==> src/rtl/cpu_pkg.sv <==
// Shared CPU-core constants and types for the register file and its scoreboard.
package cpu_pkg;

   localparam int unsigned NUM_REGISTERS           = 32;
   localparam int unsigned DATA_WIDTH              = 32;
   localparam int unsigned PENDING_WIDTH           = 2;
   localparam int unsigned REGISTER_INDEXING_WIDTH = $clog2(NUM_REGISTERS);

   typedef logic [REGISTER_INDEXING_WIDTH-1:0] reg_index_t;
   typedef logic [PENDING_WIDTH-1:0]           pending_t;
   typedef logic [DATA_WIDTH-1:0]              data_t;

   localparam pending_t PENDING_MAX = '1;

endpackage

==> src/rtl/register_scoreboard.sv <==
// Per-register pending-write counters: decode reserves destinations, writeback releases them.
module register_scoreboard
   import cpu_pkg::*;
(
   input  logic                               clk_i,
   input  logic                               rst_i,
   input  logic [REGISTER_INDEXING_WIDTH-1:0] reserve_register_i,
   input  logic                               reserve_activate_i,
   output logic                               reserve_ready_o,
   input  logic [REGISTER_INDEXING_WIDTH-1:0] write_register_i,
   input  logic                               write_activate_i,
   input  logic [REGISTER_INDEXING_WIDTH-1:0] query_a_i,
   input  logic [REGISTER_INDEXING_WIDTH-1:0] query_b_i,
   output logic                               busy_a_o,
   output logic                               busy_b_o,
   output logic                               underflow_error_o
);

   pending_t cnt_q [NUM_REGISTERS];
   pending_t cnt_d [NUM_REGISTERS];
   logic     underflow_q, underflow_d;
   logic     reserve_fire, release_ok;

   // Busy drops in the same cycle as the final release so it lines up with the data bypass.
   function automatic logic calc_busy(input reg_index_t idx);
      logic final_release;
      final_release = write_activate_i && (write_register_i == idx) && (cnt_q[idx] == pending_t'(1));
      return !rst_i && (idx != '0) && (cnt_q[idx] != '0) && !final_release;
   endfunction

   always_comb begin
      reserve_ready_o = !rst_i && ((reserve_register_i == '0) ||
                                   (cnt_q[reserve_register_i] != PENDING_MAX));
      busy_a_o        = calc_busy(query_a_i);
      busy_b_o        = calc_busy(query_b_i);
      reserve_fire    = reserve_activate_i && reserve_ready_o && (reserve_register_i != '0);
      release_ok      = write_activate_i && (write_register_i != '0) &&
                        (cnt_q[write_register_i] != '0);
   end

   always_comb begin
      for (int r = 0; r < NUM_REGISTERS; r++) begin
         cnt_d[r] = cnt_q[r];
      end
      underflow_d = underflow_q;
      if (reserve_fire) begin
         cnt_d[reserve_register_i] = cnt_d[reserve_register_i] + pending_t'(1);
      end
      if (release_ok) begin
         cnt_d[write_register_i] = cnt_d[write_register_i] - pending_t'(1);
      end
      if (write_activate_i && (write_register_i != '0) && (cnt_q[write_register_i] == '0)) begin
         underflow_d = 1'b1;
      end
   end

   always_ff @(posedge clk_i) begin
      if (rst_i) begin
         for (int r = 0; r < NUM_REGISTERS; r++) begin
            cnt_q[r] <= '0;
         end
         underflow_q <= 1'b0;
      end else begin
         for (int r = 0; r < NUM_REGISTERS; r++) begin
            cnt_q[r] <= cnt_d[r];
         end
         underflow_q <= underflow_d;
      end
   end

   assign underflow_error_o = underflow_q;

endmodule

==> src/rtl/register_file.sv <==
// Architectural integer register file with two bypassed read ports and a write scoreboard.
module register_file
   import cpu_pkg::*;
(
   input  logic                               clk,
   input  logic                               rst,
   input  logic [REGISTER_INDEXING_WIDTH-1:0] read_register_a,
   output logic [DATA_WIDTH-1:0]              read_data_a,
   output logic                               read_busy_a,
   input  logic [REGISTER_INDEXING_WIDTH-1:0] read_register_b,
   output logic [DATA_WIDTH-1:0]              read_data_b,
   output logic                               read_busy_b,
   input  logic [REGISTER_INDEXING_WIDTH-1:0] reserve_register,
   input  logic                               reserve_activate,
   output logic                               reserve_ready,
   input  logic [REGISTER_INDEXING_WIDTH-1:0] write_register,
   input  logic [DATA_WIDTH-1:0]              write_data,
   input  logic                               write_activate,
   output logic                               underflow_error
);

   data_t regs_q [NUM_REGISTERS];
   data_t regs_d [NUM_REGISTERS];

   function automatic data_t read_port(input reg_index_t idx);
      if (rst || (idx == '0)) begin
         return '0;
      end else if (write_activate && (write_register == idx)) begin
         return write_data;
      end
      return regs_q[idx];
   endfunction

   always_comb begin
      for (int r = 0; r < NUM_REGISTERS; r++) begin
         regs_d[r] = regs_q[r];
      end
      if (write_activate && (write_register != '0)) begin
         regs_d[write_register] = write_data;
      end
      read_data_a = read_port(read_register_a);
      read_data_b = read_port(read_register_b);
   end

   always_ff @(posedge clk) begin
      if (rst) begin
         for (int r = 0; r < NUM_REGISTERS; r++) begin
            regs_q[r] <= '0;
         end
      end else begin
         for (int r = 0; r < NUM_REGISTERS; r++) begin
            regs_q[r] <= regs_d[r];
         end
      end
   end

   register_scoreboard u_scoreboard (
      .clk_i              (clk),
      .rst_i              (rst),
      .reserve_register_i (reserve_register),
      .reserve_activate_i (reserve_activate),
      .reserve_ready_o    (reserve_ready),
      .write_register_i   (write_register),
      .write_activate_i   (write_activate),
      .query_a_i          (read_register_a),
      .query_b_i          (read_register_b),
      .busy_a_o           (read_busy_a),
      .busy_b_o           (read_busy_b),
      .underflow_error_o  (underflow_error)
   );

endmodule

==> config.mk <==
export PLATFORM = sky130hd
export DESIGN_NAME = register_file
export DESIGN_NICKNAME = d
export VERILOG_FILES = /design/src/rtl/cpu_pkg.sv /design/src/rtl/register_scoreboard.sv /design/src/rtl/register_file.sv
export SDC_FILE = /design/constraint.sdc
export NUM_CORES = 2
export LEC_CHECK = 0
export BUFFER_PORTS_ARGS = -buffer_cell sky130_fd_sc_hd__buf_2
export CORE_UTILIZATION = 50
export DETAILED_ROUTE_END_ITERATION = 12
export PLACE_DENSITY = 0.74
export SKIP_CTS_REPAIR_TIMING = 1
export SLEW_MARGIN = 20
export SYNTH_ARGS = -nofsm -noshare
export SYNTH_HDL_FRONTEND = slang
export SYNTH_SLANG_ARGS = --single-unit
==> constraint.sdc <==
create_clock -name clk -period 6.2 [get_ports clk]
set_clock_uncertainty 0.2 [all_clocks]
set_input_delay 1.86 -clock clk [delete_from_list [all_inputs] [get_ports clk]]
set_output_delay 1.86 -clock clk [all_outputs]
set_load 0.02 [all_outputs]
==> impl_results.md <==
- DIE WIDTH: 345 um
- Synth Flop Type: dfxtp_1
- Non-Filler Instances: 8532
- Seq pwr share: 43.9%
- P_int: 11.8 mW
- Total of max-cap violations: 0
- Nets: 6977
- Final Setup Violations: 6
- Post-Place Cells: 8276
- Final Hold Viols: 0
- Synth warn: 0
- Layout cell share with drive strength beyond 1: 22.5%
- Sequential-to-total area share from yosys stat: 37.0%
- Initial core utilization: 50.6%
- Outcome: finished, violations left
- WL/cell: 29.3 um
- Io pins: 124
- Pleak: 23.4 nW
- Pins Over Slew Limit: 0
- Initial antenna violation count: 11
- Synth Register Bits: 1089
- TritonRoute pass-1 iters: 7
- Routed Wire Length: 250 mm
- Synth Net Count: 6907
- Synth Area in XOR/XNOR: 0.179%
- Slew @ Worst Pin: 1.23 ns
- DRT iter0 DRCs: 10100
- DR vias: 58600
- CTS Sinks: 1089
- Synth cell types: 71
- Number of synthesized flops with an enable pin: 0
- Post-synthesis mux area share: 25.3%
- Hpwl dp: 151 mm
- Fin crit share: 101%
- Final worst slack: -0.0797 ns
- Worst setup EP type: output pin
- Peak Freq: 0.159 GHz
- Largest net degree at the start of global routing: 238
- Vias/cell: 6.86
- Remaining global-route overflow: 0
- All-layer global routing usage: 39.9%
- Max-slew headroom: 18.3%
- Die area: 119000 um2
- Startpoint Class: input pin
- Main combinational cell family by area after synthesis: multiplexers
- Mapped Cells: 6850
- Vias in the first global route: 55600
- Share of power burned in combinational logic: 12.0%
- CTS Root Buffer Type: clkbuf_16
- Complex-gate fraction of the synthesized area: 15.4%
- Netlist Area Pre-Place: 58900 um2
- WHS: 0.265 ns
- CTS tree: yes
- PwrDens: 233 nW/um2
- DRT antenna net count: 0
- Clk Latency, worst-skew pair: 0.74 ns
- Final Cell Area: 69200 um2
- Port Buffers: 123
- First-pass GRT wire length: 358 mm
- CP Class: input pin to output pin
- Pre-CTS WS: -0.417 ns
- NetSw: 4.33 mW
- Post-route setup TNS: -0.264 ns
- Peak VDD IR: 223 uV
- Core area: 116000 um2
- Total CTS buffers: 114
- Final critical-path required period: 6.28 ns
- Crit Path Max Fanout: 8
- Req. time, crit path: 4.14 ns
- Num rows: 125
- Clk pwr share: 44.1%
- Die height: 345 um
- Synth Area per Inst: 8.59 um2
- Depth of the CTS H-tree: 3
- Most frequent cells in the layout: nand2_1, a21oi_1, dfxtp_1
- Syn-to-layout area delta: 17.6%
- Remaining routing DRC violations: 0
- Post-synthesis simple-gate area fraction: 17.3%
- Sw frac: 26.8%
- Clock Pin Slew Worst Setup and Hold Paths: 0.06 ns
- Critical path arrival: 4.22 ns
- Worst min path class: flip-flop to flip-flop
- Instance area at placement: 64400 um2
- Violated checks: negative setup slack
- Synth async-reset ratio: 0%
- Global placer's final weighted congestion: 1.04
- CTS Buffer Depth: 3
- Leading cell type in the layout, fill and taps excluded: nand2_1
- Post-Synth Adder-Cell Area: 0.0213%
critical path: stages:
cell      delay (ns)
buf_16          0.15
buf_16          0.17
buf_4           0.14
mux2i_1         0.13
a221oi_2        0.28
nor2_1          0.08
o211ai_1        0.50
o211ai_1        0.33
a21oi_1         0.25
buf_4           0.17
buf_4           0.14
cells by family (layout without fill, tap and decap cells):
kind of cell | after synthesis | count (layout)
other | 0 | 2
XOR/XNOR | 12 | 12
AND/OR/NAND/NOR | 2550 | 2551
AO/OA/AOI/OAI | 1608 | 1608
multiplexers | 861 | 861
adder cells (fa/ha/maj) | 1 | 1
flip-flops | 1089 | 1089
buffers and inverters | 729 | 884
cell type report:
type | count | area, um2
Sequential cell | 1089 | 21800
Multi-Input combinational cell | 5033 | 35200
Inverter | 7 | 26.3
Clock buffer | 163 | 3320
Clock inverter | 39 | 494
Timing Repair Buffer | 675 | 6430
Antenna cell | 2 | 5.00
Tap cell | 1524 | 1910
Fill cell | 9716 | 47200
power by group through the flow:
stage	logic (mW)	clock network, mW	registers (mW)
2_1_floorplan	1.05	0	7.23
3_3_place_gp	1.77	0	7.24
3_5_place_dp	1.78	0	7.25
4_1_cts	1.78	7.10	7.09
5_1_grt	1.98	7.40	7.09
6_report	1.93	7.12	7.09
registers in the layout, summed over array words and instances, names as in the netlist:
name / flops
regs_q: 1024
u_scoreboard.cnt_q: 64
u_scoreboard.underflow_error_o: 1
cells in the mapped netlist, types with 16 or more instances:
master,n,area [um2]
and2_1,34,213
mux2i_1,290,2900
a22oi_1,64,480
a21oi_1,1152,5770
nand2_1,2080,7810
nor2_1,233,875
o211ai_1,67,503
a211oi_1,72,541
nand3_1,30,150
a221oi_1,65,569
buf_1,78,293
clkbuf_1,623,2340
o21ai_0,116,581
dfxtp_1,1089,21800
mux4_2,495,11100
nor2b_1,60,375
buf_2,16,80.1
mux2_2,76,856
nor3_1,40,200
layer usage:
layer	vias to the layer above	track usage (%)	wire [um]
met2	5158	58.7	106000
met3	1395	11.9	38200
met4	6	28.0	20400
met1	27700	50.0	84800
li1	24300	-	-
met5	-	0	37
per-stage QoR:
stage                     util (%)  power, mW
after floorplan                  -       8.28
after global routing          59.5       16.5
after detailed placement      55.4       9.02
after global placement        55.4       9.01
final                         59.5       16.1
after CTS                     58.7       16.0
final timing paths:
kind,from,end,slack [ns],cells after the start
worst max-delay path,read_register_a[0],read_data_a[27],-0.08,11
worst min-delay path,regs_q[12][1],regs_q[12][1],0.27,2
worst max register to register,u_scoreboard.cnt_q[7][1],u_scoreboard.cnt_q[1][1],1.22,16
worst min register to register,regs_q[12][1],regs_q[12][1],0.27,2
Note: power is estimated with default switching activity, not from simulation.
